==> config.mk <==
export PLATFORM = sky130hd
export DESIGN_NAME = bsmac
export DESIGN_NICKNAME = d
export VERILOG_FILES = /design/src/rtl/bsmac.sv
export SDC_FILE = /design/constraint.sdc
export NUM_CORES = 1
export LEC_CHECK = 0
export CAP_MARGIN = 30
export CELL_PAD_IN_SITES_DETAIL_PLACEMENT = 1
export CELL_PAD_IN_SITES_GLOBAL_PLACEMENT = 2
export CORE_ASPECT_RATIO = 0.5
export CORE_MARGIN = 5
export CORE_UTILIZATION = 34
export DETAILED_ROUTE_END_ITERATION = 12
export MAX_ROUTING_LAYER = met4
export PLACE_DENSITY_LB_ADDON = 0.15
export SLEW_MARGIN = 20
export SYNTH_ARGS = -nofsm -noshare
export SYNTH_HDL_FRONTEND = slang
export SYNTH_SLANG_ARGS = --single-unit
==> constraint.sdc <==
create_clock -name clk -period 7.4 [get_ports clk]
set_input_delay 2.22 -clock clk [delete_from_list [all_inputs] [get_ports clk]]
set_output_delay 2.22 -clock clk [all_outputs]
set_load 0.005 [all_outputs]
==> src/rtl/bsmac.sv <==
// rtl/bsmac.sv - signed binary-serial multiply-accumulate stage
//
// Computes o_psum = i_psum + i_ifm * i_wght (mod 2^ACC_WIDTH), retiring one
// activation bit per enabled cycle with shift-add. The activation MSB carries
// negative weight, so its partial product is subtracted.
//
// Ports:
//   clk      - clock, rising edge
//   rst_n    - asynchronous active-low reset
//   en       - stage enable; low freezes all state
//   clr      - synchronous clear, aborts any operation in flight
//   i_start  - start request, sampled when idle/done and enabled
//   i_ifm    - signed activation (WIDTH)
//   i_wght   - signed weight (WIDTH)
//   i_psum   - signed incoming partial sum (ACC_WIDTH)
//   o_busy   - high while multiplying
//   o_done   - one enabled-cycle pulse when o_psum updates
//   o_psum   - registered signed result (ACC_WIDTH)
module bsmac #(
    parameter int WIDTH     = 16,
    parameter int ACC_WIDTH = 32
) (
    input  logic                 clk,
    input  logic                 rst_n,
    input  logic                 en,
    input  logic                 clr,
    input  logic                 i_start,
    input  logic [WIDTH-1:0]     i_ifm,
    input  logic [WIDTH-1:0]     i_wght,
    input  logic [ACC_WIDTH-1:0] i_psum,
    output logic                 o_busy,
    output logic                 o_done,
    output logic [ACC_WIDTH-1:0] o_psum
);

    localparam int CW = $clog2(WIDTH);

    typedef enum logic [1:0] {
        IDLE = 2'd0,
        MUL  = 2'd1,
        DONE = 2'd2
    } state_t;

    state_t               state;
    logic [CW-1:0]        cnt;
    logic [ACC_WIDTH-1:0] acc;
    logic [WIDTH-1:0]     ifm_q;
    logic [WIDTH-1:0]     wght_q;

    logic [ACC_WIDTH-1:0] wght_ext;
    logic [ACC_WIDTH-1:0] addend;
    logic [ACC_WIDTH-1:0] acc_next;
    logic                 last_bit;

    // Partial product for the current activation bit. The MSB term is
    // subtracted because it has weight -2^(WIDTH-1) in two's complement.
    always_comb begin
        wght_ext = {{(ACC_WIDTH-WIDTH){wght_q[WIDTH-1]}}, wght_q};
        addend   = wght_ext << cnt;
        last_bit = (cnt == CW'(WIDTH-1));
        acc_next = acc;
        if (ifm_q[cnt]) begin
            if (last_bit) begin
                acc_next = acc - addend;
            end else begin
                acc_next = acc + addend;
            end
        end
    end

    always_ff @(posedge clk or negedge rst_n) begin
        if (!rst_n) begin
            state  <= IDLE;
            cnt    <= '0;
            acc    <= '0;
            ifm_q  <= '0;
            wght_q <= '0;
            o_psum <= '0;
            o_done <= 1'b0;
            o_busy <= 1'b0;
        end else if (clr) begin
            state  <= IDLE;
            cnt    <= '0;
            acc    <= '0;
            ifm_q  <= '0;
            wght_q <= '0;
            o_psum <= '0;
            o_done <= 1'b0;
            o_busy <= 1'b0;
        end else if (en) begin
            case (state)
                MUL: begin
                    acc <= acc_next;
                    if (last_bit) begin
                        o_psum <= acc_next;
                        o_done <= 1'b1;
                        o_busy <= 1'b0;
                        cnt    <= '0;
                        state  <= DONE;
                    end else begin
                        cnt <= cnt + 1'b1;
                    end
                end
                default: begin
                    // IDLE and DONE behave alike; the done pulse ends here.
                    o_done <= 1'b0;
                    if (i_start) begin
                        ifm_q  <= i_ifm;
                        wght_q <= i_wght;
                        acc    <= i_psum;
                        cnt    <= '0;
                        o_busy <= 1'b1;
                        state  <= MUL;
                    end else begin
                        state <= IDLE;
                    end
                end
            endcase
        end
    end

endmodule

==> results.md <==
* Outcome: completed
* CTS sink cnt at 103
* FF-to-FF setup slack at 1.03 ns
* IO Count at 103
* Total Neg Setup Slack at 0 ns
* Cell count after synthesis at 946
* Drt total wl at 29700 um
* Critical path class: reg2reg
* Post-synth EDFFs at 0
* Clk slew on worst S/H paths at roughly 0.07 ns
* Router iterations before antenna repair at 4
* Sequential share of the synthesized area at 0.318
* R2R Path End: acc[31]
* CP max FO at 24
* Number of synthesized register bits at around 100
* Wire length per cell at 22.2 um
* Clk buf depth at 2
* Post_cts resized at 0
* Synth unique cells at 73
* Number of port buffers at 102
* Worst reg2reg path depth at 17
* Setup Viol. Count Final at 0
* P_int at about 1.1 mW
* Hold_buf cts at 0
* First-pass GRT wire length at ~46000 um
* Tot GR Track Use at 0.225
* Hpwl dp at 23000 um
* Worst Tran Pin Value at 0.931 ns
* Hold Vio Cnt, Final at 0
* Layout Skew at 0.0135 ns
* Slew margin rel. at 0.374
* Syn nets at between 1000 and 1500
* Multi-input logic area at 0.00519 mm^2
* Min-delay src: ifm_q[2]
* Hold path endpoint: ifm_q[2]
* Fillers at 2753
* Setup crit start kind: flop
* Fin nets at about 1100
* H-tree levels at 3
* Top_reg_cell synth: dfrtp_1
* Combinational share of power at 0.323
* # DRC at 0
* Critical Path Sink Type: flop
* Clock Latency Late Sink at 0.39 ns
* Clock share of power at 0.318
* Final Max Tran Viols at 0
* Initial antenna violation count at 0
* Fmax at around 160 MHz
* Syn avg cell area at 8.58 um^2
* Ys async rst share at 1.00
* Post-CTS Setup Bufs at 0
* Share of cells above drive strength 1 at 0.0771
* Unrepaired setup endpoints after global routing: no
* Vias in the first global route at 7764
* Placeable Area at 0.0237 mm^2
* Synth area leader: dfrtp_1
* Antenna diode count at 0
* Register area at 0.00258 mm^2
* Final worst setup slack at 1.03 ns
* DR vias/cell at around 5.6
* GR Overflow Total at 0
* Synth warn at 0
* WP data required at 7.67 ns
* Leak pwr at 4.13 nW
* Top cells by area, synth: dfrtp_1, o21ai_0, nand2_1
* Peak VDD IR at 0.105 mV
* Vias at 7472
* # rows at 40
* Reg2Reg Launch Point: cnt[3]
* Final Wtd Congestion at 0.904
* Fraction of the cycle the final worst path needs at 0.861
* Post-route minimum period at approximately 6.4 ns
* CP arrival at 6.64 ns
* Area Growth Syn to Fin at 20.5%
* Starting density of the core at 0.342
* Type of the worst min-delay path: reg2reg
* Sw Ratio at 0.350
* CTS Buf Count at 9
* CTS tree: done
* Synthesized area at between 0.008 and 0.009 mm^2
* Dpl ws at 0.820 ns
* Root Driver: clkbuf_16
* Chip Width at 228 um
* Cell Pwr Density at 178 mW/mm^2
* Net Switching at 609 uW
* Die area at 0.0272 mm^2
* Max-cap violations at 0
* Die height at 119 um
* Largest net degree at the start of global routing at 65
* DRT antenna net count at 0
* Sequential power share at 0.359
* Hold depth at 2
* Top cell type's share of synthesized area at 0.318
* Initial DRC Count at 440
## cell type report
| type | instances | share of cell area |
|---|---|---|
| multi-input combinational | 757 | 0.531 |
| sequential | 103 | 0.264 |
| timing repair buffer | 121 | 0.120 |
| tap | 315 | 0.0403 |
| clock buffer | 12 | 0.0262 |
| inverter | 27 | 0.0104 |
| clock inverter | 4 | 0.00781 |
## worst max-delay path, stage by stage, from the launching register on
cell and delay [ns]:
dfrtp_1 0.72, nor2_1 0.62, inv_1 0.21, or2_2 0.34
ha_1 0.26, o221ai_1 0.17, nor3_1 0.11, o31ai_1 0.79
ha_1 0.45, a21oi_1 0.22, nand2_1 0.07, o21ai_0 0.29
o21ai_0 0.24, nor4_1 0.45, nor3_1 0.16, or4_2 0.66
and4_1 0.23, a211o_1 0.26
## Yosys cell counts, types with 7 or more instances
| library cell | number |
|---|---|
| nand3_1 | 20 |
| mux2i_1 | 29 |
| nor2_1 | 64 |
| mux4_2 | 16 |
| nand2_1 | 121 |
| xor2_1 | 20 |
| xnor2_1 | 29 |
| o21ai_0 | 124 |
| a22oi_1 | 14 |
| a31oi_1 | 14 |
| inv_1 | 26 |
| ha_1 | 33 |
| and3_1 | 8 |
| nor2b_1 | 10 |
| a21oi_1 | 56 |
| nand2b_1 | 45 |
| o211ai_1 | 7 |
| a21o_1 | 19 |
| clkbuf_1 | 48 |
| o31ai_1 | 8 |
| nor3_1 | 12 |
| dfrtp_1 | 103 |
## power by group through the flow
stage | logic (mW) | clock network [mW] | registers [mW]
6_report | 0.561 | 0.554 | 0.625
5_1_grt | 0.616 | 0.595 | 0.630
4_1_cts | 0.557 | 0.573 | 0.627
3_5_place_dp | 0.555 | 0 | 0.637
3_3_place_gp | 0.550 | 0 | 0.636
2_1_floorplan | 0.366 | 0 | 0.621
## placed cells by master (no fill, tap or decap), types with 3 or more instances in the layout
master,instances
xnor2_1,29
o221ai_1,6
clkbuf_16,9
mux2_2,6
mux4_1,6
and3_1,8
mux2i_1,29
a21o_1,19
dfrtp_1,103
o211ai_1,7
a2111oi_0,4
o21ai_0,123
a22o_1,5
a21oi_1,56
a22oi_1,14
a32oi_1,6
a31oi_1,12
or3_1,4
xor2_1,20
nor2b_1,8
clkdlybuf4s50_1,101
o21bai_1,5
a211o_1,3
mux4_2,16
o31ai_1,8
a311oi_1,4
or2_2,6
nor2_1,64
buf_4,18
inv_1,26
a211oi_1,6
and2_1,3
nand2_1,121
and4_1,3
ha_1,33
nor3_1,12
nand4_1,4
nand2b_1,45
nand3_1,20
## sequential cells by signal (all words and copies together) (netlist names)
register and flops:
acc 32, cnt 4, ifm_q 16, o_busy 1, o_done 1, o_psum 32, state 1, wght_q 16
## layer usage
| metal | global-route usage | wire [um] | share of wire | up-vias |
|---|---|---|---|---|
| met4 | 0.0434 | 296 | 0.010 | 0 |
| met5 | - | 0 | 0 | - |
| met3 | 0.0450 | 1190 | 0.040 | 20 |
| met2 | 0.339 | 13100 | 0.44 | 145 |
| met1 | 0.316 | 15200 | 0.51 | 3733 |
| li1 | - | - | - | 3574 |
## worst max-delay path by stage
stage | from | to | slack (ns) | cells past startpoint
after global routing | cnt[3] | acc[31] | 0.81 | 17
final | cnt[3] | acc[31] | 1.03 | 17
after detailed placement | cnt[0] | acc[31] | 0.82 | 19
after CTS | cnt[0] | acc[31] | 0.81 | 19
after global placement | cnt[0] | acc[31] | 1.09 | 19
after floorplan | cnt[0] | acc[31] | 2.17 | 21
## kinds of logic after synthesis
| logic type | after synthesis | share of synthesized area |
|---|---|---|
| AO/OA/AOI/OAI | 305 | 0.236 |
| buffers and inverters | 86 | 0.0456 |
| AND/OR/NAND/NOR | 312 | 0.187 |
| adder cells (fa/ha/maj) | 34 | 0.0533 |
| XOR/XNOR | 49 | 0.0529 |
| flip-flops | 103 | 0.318 |
| multiplexers | 57 | 0.108 |
## through the flow
step	hold slack (ns)	cell area [um^2]	total power [mW]	std cells	utilization
3_3_place_gp	0.457	9410	1.19	1321	0.397
6_report	0.479	9780	1.74	1339	0.412
5_1_grt	0.510	9780	1.84	1339	0.412
2_1_floorplan	0.445	8120	0.988	946	-
4_1_cts	0.483	9760	1.76	1338	0.411
3_5_place_dp	0.466	9430	1.19	1322	0.397
No activity file was read; power rests on OpenSTA's default activity.
